`src/rtl/sn_cfg_pkg.sv`:
```
// Shared types and width helpers for the runtime synapse-table loader.
package sn_cfg_pkg;

  typedef enum logic [7:0] {
    OP_WRITE_ROW = 8'h01,
    OP_SET_ROWS  = 8'h02,
    OP_COMMIT    = 8'h03,
    OP_CLEAR     = 8'h04
  } opcode_e;

  typedef enum logic [2:0] {
    ST_IDLE      = 3'd0,
    ST_NEUR      = 3'd1,
    ST_ROW       = 3'd2,
    ST_DATA      = 3'd3,
    ST_CNT       = 3'd4,
    ST_WAIT_IDLE = 3'd5
  } state_e;

  // Entry is {presynaptic index, signed weight}.
  function automatic int entry_width(input int idx_bw, input int w_bw);
    return idx_bw + w_bw;
  endfunction

  function automatic int entry_bytes(input int entry_bw);
    return (entry_bw + 7) / 8;
  endfunction

endpackage

```
`src/rtl/sn_cfg_pkt_parser.sv`:
```
// Byte-stream packet parser: decodes opcodes, validates fields and emits
// single-cycle write strobes for the shadow bank and the commit copy.
module sn_cfg_pkt_parser
  import sn_cfg_pkg::*;
#(
  parameter int P_NUM_NEURONS = 21,
  parameter int P_NUM_INPUTS  = 9,
  parameter int P_MAX_ROWS    = 4,
  parameter int P_ENTRY_BW    = 14,
  localparam int NIDX_BW = $clog2(P_NUM_NEURONS - P_NUM_INPUTS + 1),
  localparam int ROW_BW  = (P_MAX_ROWS > 1) ? $clog2(P_MAX_ROWS) : 1,
  localparam int CNT_BW  = $clog2(P_MAX_ROWS + 1)
) (
  input  logic                  clk,
  input  logic                  rst,
  input  logic                  in_valid,
  input  logic [7:0]            in_data,
  output logic                  in_ready,
  input  logic                  net_idle,
  output logic                  row_wr,
  output logic                  cnt_wr,
  output logic                  commit,
  output logic                  clear,
  output logic [NIDX_BW-1:0]    neur_idx,
  output logic [ROW_BW-1:0]     row,
  output logic [CNT_BW-1:0]     cnt,
  output logic [P_ENTRY_BW-1:0] entry,
  output logic                  done,
  output logic                  err
);

  localparam int EB      = entry_bytes(P_ENTRY_BW);
  localparam int BCNT_BW = (EB > 1) ? $clog2(EB) : 1;
  localparam int DATA_BW = EB * 8;

  localparam logic [7:0]         NEUR_LO   = 8'(P_NUM_INPUTS);
  localparam logic [7:0]         NEUR_HI   = 8'(P_NUM_NEURONS);
  localparam logic [7:0]         ROWS_MAX  = 8'(P_MAX_ROWS);
  localparam logic [BCNT_BW-1:0] BCNT_LAST = BCNT_BW'(EB - 1);

  state_e               state_q, state_d;
  logic                 is_write_q, is_write_d;
  logic                 bad_q, bad_d;
  logic [7:0]           neur_q, neur_d;
  logic [ROW_BW-1:0]    row_q, row_d;
  logic [BCNT_BW-1:0]   byte_cnt_q, byte_cnt_d;
  logic [DATA_BW-1:0]   data_q, data_d;
  logic                 done_q, done_d;
  logic                 err_q, err_d;
  logic [DATA_BW-1:0]   asm_v;
  logic                 accept;
  logic                 neur_ok;

  assign in_ready = (state_q != ST_WAIT_IDLE);
  assign accept   = in_valid & in_ready;
  assign neur_ok  = (in_data > NEUR_LO) && (in_data <= NEUR_HI);

  assign neur_idx = NIDX_BW'(neur_q - NEUR_LO);
  assign row      = row_q;
  assign cnt      = in_data[CNT_BW-1:0];
  assign entry    = asm_v[P_ENTRY_BW-1:0];
  assign done     = done_q;
  assign err      = err_q;

  // Little-endian assembly; the final byte is merged combinationally so the
  // shadow write lands on the edge that accepts it.
  always_comb begin
    asm_v = data_q;
    for (int i = 0; i < EB; i++) begin
      if (byte_cnt_q == BCNT_BW'(i)) asm_v[i*8 +: 8] = in_data;
    end
  end

  // NOTE: every always_comb output gets a default first so no latch is inferred.
  always_comb begin
    state_d    = state_q;
    is_write_d = is_write_q;
    bad_d      = bad_q;
    neur_d     = neur_q;
    row_d      = row_q;
    byte_cnt_d = byte_cnt_q;
    data_d     = data_q;
    done_d     = 1'b0;
    err_d      = 1'b0;
    row_wr     = 1'b0;
    cnt_wr     = 1'b0;
    commit     = 1'b0;
    clear      = 1'b0;

    case (state_q)
      ST_IDLE: begin
        if (accept) begin
          bad_d      = 1'b0;
          byte_cnt_d = '0;
          data_d     = '0;
          case (in_data)
            OP_WRITE_ROW: begin
              is_write_d = 1'b1;
              state_d    = ST_NEUR;
            end
            OP_SET_ROWS: begin
              is_write_d = 1'b0;
              state_d    = ST_NEUR;
            end
            OP_COMMIT: state_d = ST_WAIT_IDLE;
            OP_CLEAR: begin
              clear  = 1'b1;
              done_d = 1'b1;
            end
            default: err_d = 1'b1;
          endcase
        end
      end

      ST_NEUR: begin
        if (accept) begin
          neur_d  = in_data;
          bad_d   = bad_q | ~neur_ok;
          state_d = is_write_q ? ST_ROW : ST_CNT;
        end
      end

      ST_ROW: begin
        if (accept) begin
          row_d   = in_data[ROW_BW-1:0];
          bad_d   = bad_q | (in_data >= ROWS_MAX);
          state_d = ST_DATA;
        end
      end

      ST_DATA: begin
        if (accept) begin
          data_d     = asm_v;
          byte_cnt_d = byte_cnt_q + 1'b1;
          if (byte_cnt_q == BCNT_LAST) begin
            state_d = ST_IDLE;
            if (bad_q) begin
              err_d = 1'b1;
            end else begin
              row_wr = 1'b1;
              done_d = 1'b1;
            end
          end
        end
      end

      ST_CNT: begin
        if (accept) begin
          state_d = ST_IDLE;
          if (bad_q || (in_data > ROWS_MAX)) begin
            err_d = 1'b1;
          end else begin
            cnt_wr = 1'b1;
            done_d = 1'b1;
          end
        end
      end

      ST_WAIT_IDLE: begin
        // No timeout here: a stuck network is the protocol watchdog's problem.
        if (net_idle) begin
          commit  = 1'b1;
          done_d  = 1'b1;
          state_d = ST_IDLE;
        end
      end

      default: state_d = ST_IDLE;
    endcase
  end

  // NOTE: sequential state uses non-blocking assignments only.
  always_ff @(posedge clk or posedge rst) begin
    if (rst) begin
      state_q    <= ST_IDLE;
      is_write_q <= 1'b0;
      bad_q      <= 1'b0;
      neur_q     <= '0;
      row_q      <= '0;
      byte_cnt_q <= '0;
      data_q     <= '0;
      done_q     <= 1'b0;
      err_q      <= 1'b0;
    end else begin
      state_q    <= state_d;
      is_write_q <= is_write_d;
      bad_q      <= bad_d;
      neur_q     <= neur_d;
      row_q      <= row_d;
      byte_cnt_q <= byte_cnt_d;
      data_q     <= data_d;
      done_q     <= done_d;
      err_q      <= err_d;
    end
  end

endmodule

```
`src/rtl/sn_cfg_table_loader.sv`:
```
// Runtime synapse-table loader: shadow bank written by the parser, active bank
// updated atomically on commit and driven to the network.
module sn_cfg_table_loader
  import sn_cfg_pkg::*;
#(
  parameter int P_NUM_NEURONS        = 21,
  parameter int P_NUM_INPUTS         = 9,
  parameter int P_NUM_OUTPUTS        = 3,
  parameter int P_TABLE_MAX_NUM_ROWS = 4,
  parameter int P_TABLE_WEIGHT_BW    = 9,
  parameter int P_TABLE_IDX_BW       = $clog2(P_NUM_NEURONS - P_NUM_OUTPUTS + 1)
) (
  input  logic clk,
  input  logic rst,
  input  logic in_valid,
  input  logic [7:0] in_data,
  output logic in_ready,
  input  logic net_idle,
  output logic [P_NUM_NEURONS-P_NUM_INPUTS:1][P_TABLE_MAX_NUM_ROWS-1:0]
               [P_TABLE_IDX_BW+P_TABLE_WEIGHT_BW-1:0] cfg_table_contents,
  output logic [P_NUM_NEURONS-P_NUM_INPUTS:1]
               [$clog2(P_TABLE_MAX_NUM_ROWS+1)-1:0] cfg_num_rows,
  output logic cfg_update,
  output logic done,
  output logic err
);

  localparam int NC      = P_NUM_NEURONS - P_NUM_INPUTS;
  localparam int R       = P_TABLE_MAX_NUM_ROWS;
  localparam int E       = entry_width(P_TABLE_IDX_BW, P_TABLE_WEIGHT_BW);
  localparam int NIDX_BW = $clog2(NC + 1);
  localparam int ROW_BW  = (R > 1) ? $clog2(R) : 1;
  localparam int RCNT_BW = $clog2(R + 1);

  typedef logic [NC:1][R-1:0][E-1:0] tab_t;
  typedef logic [NC:1][RCNT_BW-1:0]  rows_t;

  tab_t  sh_tab_q, sh_tab_d;
  rows_t sh_rows_q, sh_rows_d;
  tab_t  act_tab_q, act_tab_d;
  rows_t act_rows_q, act_rows_d;
  logic  cfg_update_q, cfg_update_d;

  logic               row_wr;
  logic               cnt_wr;
  logic               commit;
  logic               clear;
  logic [NIDX_BW-1:0] neur_idx;
  logic [ROW_BW-1:0]  row;
  logic [RCNT_BW-1:0] cnt;
  logic [E-1:0]       entry;

  sn_cfg_pkt_parser #(
    .P_NUM_NEURONS (P_NUM_NEURONS),
    .P_NUM_INPUTS  (P_NUM_INPUTS),
    .P_MAX_ROWS    (R),
    .P_ENTRY_BW    (E)
  ) u_parser (
    .clk      (clk),
    .rst      (rst),
    .in_valid (in_valid),
    .in_data  (in_data),
    .in_ready (in_ready),
    .net_idle (net_idle),
    .row_wr   (row_wr),
    .cnt_wr   (cnt_wr),
    .commit   (commit),
    .clear    (clear),
    .neur_idx (neur_idx),
    .row      (row),
    .cnt      (cnt),
    .entry    (entry),
    .done     (done),
    .err      (err)
  );

  // Commit reads the registered shadow, so contents and counts move together.
  always_comb begin
    sh_tab_d     = sh_tab_q;
    sh_rows_d    = sh_rows_q;
    act_tab_d    = act_tab_q;
    act_rows_d   = act_rows_q;
    cfg_update_d = 1'b0;
    if (clear) begin
      sh_tab_d  = '0;
      sh_rows_d = '0;
    end
    if (row_wr) sh_tab_d[neur_idx][row] = entry;
    if (cnt_wr) sh_rows_d[neur_idx] = cnt;
    if (commit) begin
      act_tab_d    = sh_tab_q;
      act_rows_d   = sh_rows_q;
      cfg_update_d = 1'b1;
    end
  end

  // NOTE: both banks are flop arrays, so they can and must be cleared by reset.
  always_ff @(posedge clk or posedge rst) begin
    if (rst) begin
      sh_tab_q     <= '0;
      sh_rows_q    <= '0;
      act_tab_q    <= '0;
      act_rows_q   <= '0;
      cfg_update_q <= 1'b0;
    end else begin
      sh_tab_q     <= sh_tab_d;
      sh_rows_q    <= sh_rows_d;
      act_tab_q    <= act_tab_d;
      act_rows_q   <= act_rows_d;
      cfg_update_q <= cfg_update_d;
    end
  end

  assign cfg_table_contents = act_tab_q;
  assign cfg_num_rows       = act_rows_q;
  assign cfg_update         = cfg_update_q;

endmodule

```
`config.mk`:
```
export PLATFORM = sky130hd
export DESIGN_NAME = sn_cfg_table_loader
export DESIGN_NICKNAME = d
export VERILOG_FILES = /design/src/rtl/sn_cfg_pkg.sv /design/src/rtl/sn_cfg_pkt_parser.sv /design/src/rtl/sn_cfg_table_loader.sv
export SDC_FILE = /design/constraint.sdc
export NUM_CORES = 2
export LEC_CHECK = 0
export CAP_MARGIN = 20
export CORE_MARGIN = 4
export CORE_UTILIZATION = 27
export CTS_BUF_LIST = sky130_fd_sc_hd__clkbuf_8 sky130_fd_sc_hd__clkbuf_16
export DETAILED_ROUTE_END_ITERATION = 16
export GPL_TIMING_DRIVEN = 0
export PLACE_DENSITY_LB_ADDON = 0.2
export SLEW_MARGIN = 20
export SYNTH_ARGS = -nofsm -noshare
export SYNTH_HDL_FRONTEND = slang
export SYNTH_HIERARCHICAL = 1
export SYNTH_SLANG_ARGS = --single-unit
```
`constraint.sdc`:
```
create_clock -name clk -period 63.6 [get_ports clk]
set_clock_uncertainty 0.2 [all_clocks]
set_input_delay 12.72 -clock clk [delete_from_list [all_inputs] [get_ports clk]]
set_output_delay 12.72 -clock clk [all_outputs]
set_load 0.02 [all_outputs]
```
==> impl_metrics.toml <==
[detailed_routing]
dr.first_iter.drc_count = 1801
firstDrtPassIters = 4
vias_per_cell = 4.383
routed_wl_um = 210600
wl_per_cell_um = 25.98
via_count = 35530
ant_nets = 0
drc = 0

[floorplan]
die_y_um = 477.9
rows = 172
fp.coreArea_mm2 = 0.2197
start_util_pct = 27.13
pin_count = 724
fp.dieW_um = 477.9
die-area_mm2 = 0.2284

[worst_setup_path]
worst-path-buf-inv = 5
worst_path_dominant_cell_family = "buffers and inverters"
max_stage_delay_ns = 0.74
crit_path_start = "in_data[5]"
cp-end-kind = "flip-flop"
critPathLaunchType = "input port"
path_class = "input port to flip-flop"
r2r_slack_ns = 59.04
worstReg2RegStart = "u_parser/state_q[1]"
cpMaxStageDelayCell = "clkbuf_1"
critPathRequiredTime_ns = 64.09
cp.arrival_ns = 16.70
crit_chain = "clkdlybuf4s50_1, nor3_1, nand3_1, nor2_1, buf_2, buf_2, clkbuf_1, clkbuf_1, nor2b_1, mux2_2"
crit_fanout = 10

[cts]
post_cts.repair.setup_buffers = 0
clock-sinks = 1445
htreeDepth = 4
clkLatencyLatePin_ns = 0.80
cts_buffer_depth = 3
cts_tree = "done"
clkTransAtPathRegs_ns = 0.06
clockRootBuffer = "clkbuf_16"
cts_buffers = 168
hold_buffers = 0
cts_resized = 0

[timing]
rsz0062_at_grt = "no"
fmax_mhz = 61.68
maxSlewViolCount = 0
holdWs_ns = 0.2669
hold_violations = 0
min_period_over_period_pct = 25.49
setup_viol = 0
relSlewSlack_pct = 25.90
fin_setup_tns_ns = 0
min_period_ns = 16.21
tightest_slew_ns = 1.112

[global_routing]
grt_first_pass_wirelength_um = 296700
antenna_found_initial = 32
grt_pass1_vias = 37510
grt_use_total_pct = 18.11
grtUsageMet3_pct = 6.561
grt_start_max_net_pins = 102
grt-busiest-layer = "met2"
met1_usage_pct = 23.97
use_met2_pct = 27.90
grt_overflow = 0

[finish]
fin_area_mm2 = 0.07694
fillCellCount = 21410
drive_gt1_share_pct = 36.57
area_growth_pct = 29.05
final_cell_mix = "1445 x dfrtp_1, 1349 x mux2_2, 720 x clkdlybuf4s50_1, 715 x nor2b_1, 175 x clkbuf_1"
final_nets = 5020
mostFrequentLayoutCell = "dfrtp_1"

[yosys]
synth-edff-count = 0
async_flop_share_pct = 100.0
syn_avg_cell_area_um2 = 14.56
yosys_warnings = 6
synth.distinct_cells = 46
synth_flop_cell = "dfrtp_1"
synth_nets = 4107
synth_cells = 4094
ys_ff_latch = 1445
netlist_area_mm2 = 0.05962
ys_seq_area_share_pct = 60.65

[outcome]
status = "finished clean"

[power]
p_per_area_mw_per_mm2 = 29.13
ir_drop_mv = 0.02565
leakage_nw = 38.38

[place]
globalplace.congestion = 0.7481
port_buffers = 720
dpl.hpwl_um = 145000
post_dp_cell_area_mm2 = 0.07115

[hold_path]
min-delay-start = "sh_tab_q[658]"
hold_path.class = "flip-flop to flip-flop"

[flow_run]
maxCapViolCount = 0
## path summary, 6_finish.rpt
path                                            to  cells after the start
max                                  sh_rows_q[29]                     10
min                        cfg_table_contents[658]                      1
max reg2reg                          sh_rows_q[29]                     10
min reg2reg                cfg_table_contents[658]                      1
max in group asynchronous  cfg_table_contents[355]                      5
min in group asynchronous         cfg_num_rows[35]                      2
## Yosys cell counts (3+ instances only)
master       n  area, um2
buf_6       18      202.7
dfrtp_1   1445      36160
o21ai_0     22      110.1
and4bb_2     7      87.58
nand4b_1     5      43.79
mux2_2    1349      15190
buf_4        7      52.55
nand2_1     57      214.0
mux2_4      70       1051
clkbuf_1   220      825.8
and3_1       3      18.77
nand2_4     16      180.2
mux2i_1     13      130.1
nor3_1       5      25.02
nor2_1      13      48.80
nor4b_4      4      95.09
nor2b_1    715       4473
nand3_1      4      20.02
inv_1       21      78.83
nor3b_1      3      22.52
buf_2       64      320.3
## layout make-up
class / count / area, um2 / share of cell area, %
buffer: 311 / 1465 / 1.904
multi-input combinational: 2317 / 21970 / 28.56
tap: 2958 / 3701 / 4.811
sequential: 1445 / 36160 / 47.00
timing repair buffer: 743 / 7770 / 10.10
clock buffer: 210 / 4838 / 6.289
clock inverter: 99 / 929.6 / 1.208
antenna: 4 / 10.01 / 0.01301
inverter: 21 / 86.33 / 0.1122
## through the flow
stage | cells | utilization [%] | worst slack, ns | power (W)
after floorplan | 4094 | - | 10.72 | 0.001087
after global placement | 7772 | 32.10 | -8.106 | 0.001260
after detailed placement | 7795 | 32.38 | 46.38 | 0.001270
after CTS | 8104 | 35.01 | 47.25 | 0.002292
after global routing | 8106 | 35.01 | 47.13 | 0.002333
final | 8108 | 35.01 | 47.39 | 0.002241
## power breakdown
group / total, W / switching [W] / internal, W
registers: 0.000949 / 0.0000113 / 0.000937
clock network: 0.00100 / 0.000413 / 0.000592
logic: 0.000288 / 0.000228 / 0.0000601
## flip-flops by register name, summed over array words and instances (netlist names)
name	cells
cfg_table_contents	672
sh_tab_q	672
cfg_num_rows	36
sh_rows_q	36
u_parser/data_q	14
u_parser/neur_q	4
u_parser/state_q	3
u_parser/row	2
cfg_update	1
u_parser/bad_q	1
u_parser/byte_cnt_q	1
u_parser/done	1
u_parser/err	1
u_parser/is_write_q	1
## worst reg2reg max path, cell delays in order (launching register included)
cell	delay, ns
dfrtp_1	0.43
buf_4	0.19
nor4b_1	0.68
nand3_1	0.15
nor2_1	0.20
buf_2	0.41
buf_2	0.52
clkbuf_1	0.51
clkbuf_1	0.74
nor2b_1	0.12
mux2_2	0.30
## cell families after synthesis
logic type	Yosys count	synth area share (%)
fa+ha+maj	1	0.02098
flops	1445	60.65
mux	1434	27.50
compound gates	34	0.3463
xor+xnor	3	0.04408
simple gates	845	8.941
buf+inv	332	2.495
## layer usage
layer / wire length (um) / vias to the layer above
li1: - / 15810
met5: 23 / -
met1: 94190 / 18540
met2: 93940 / 937
met4: 5743 / 4
met3: 16750 / 248
Power figures use the tool's default switching activity.
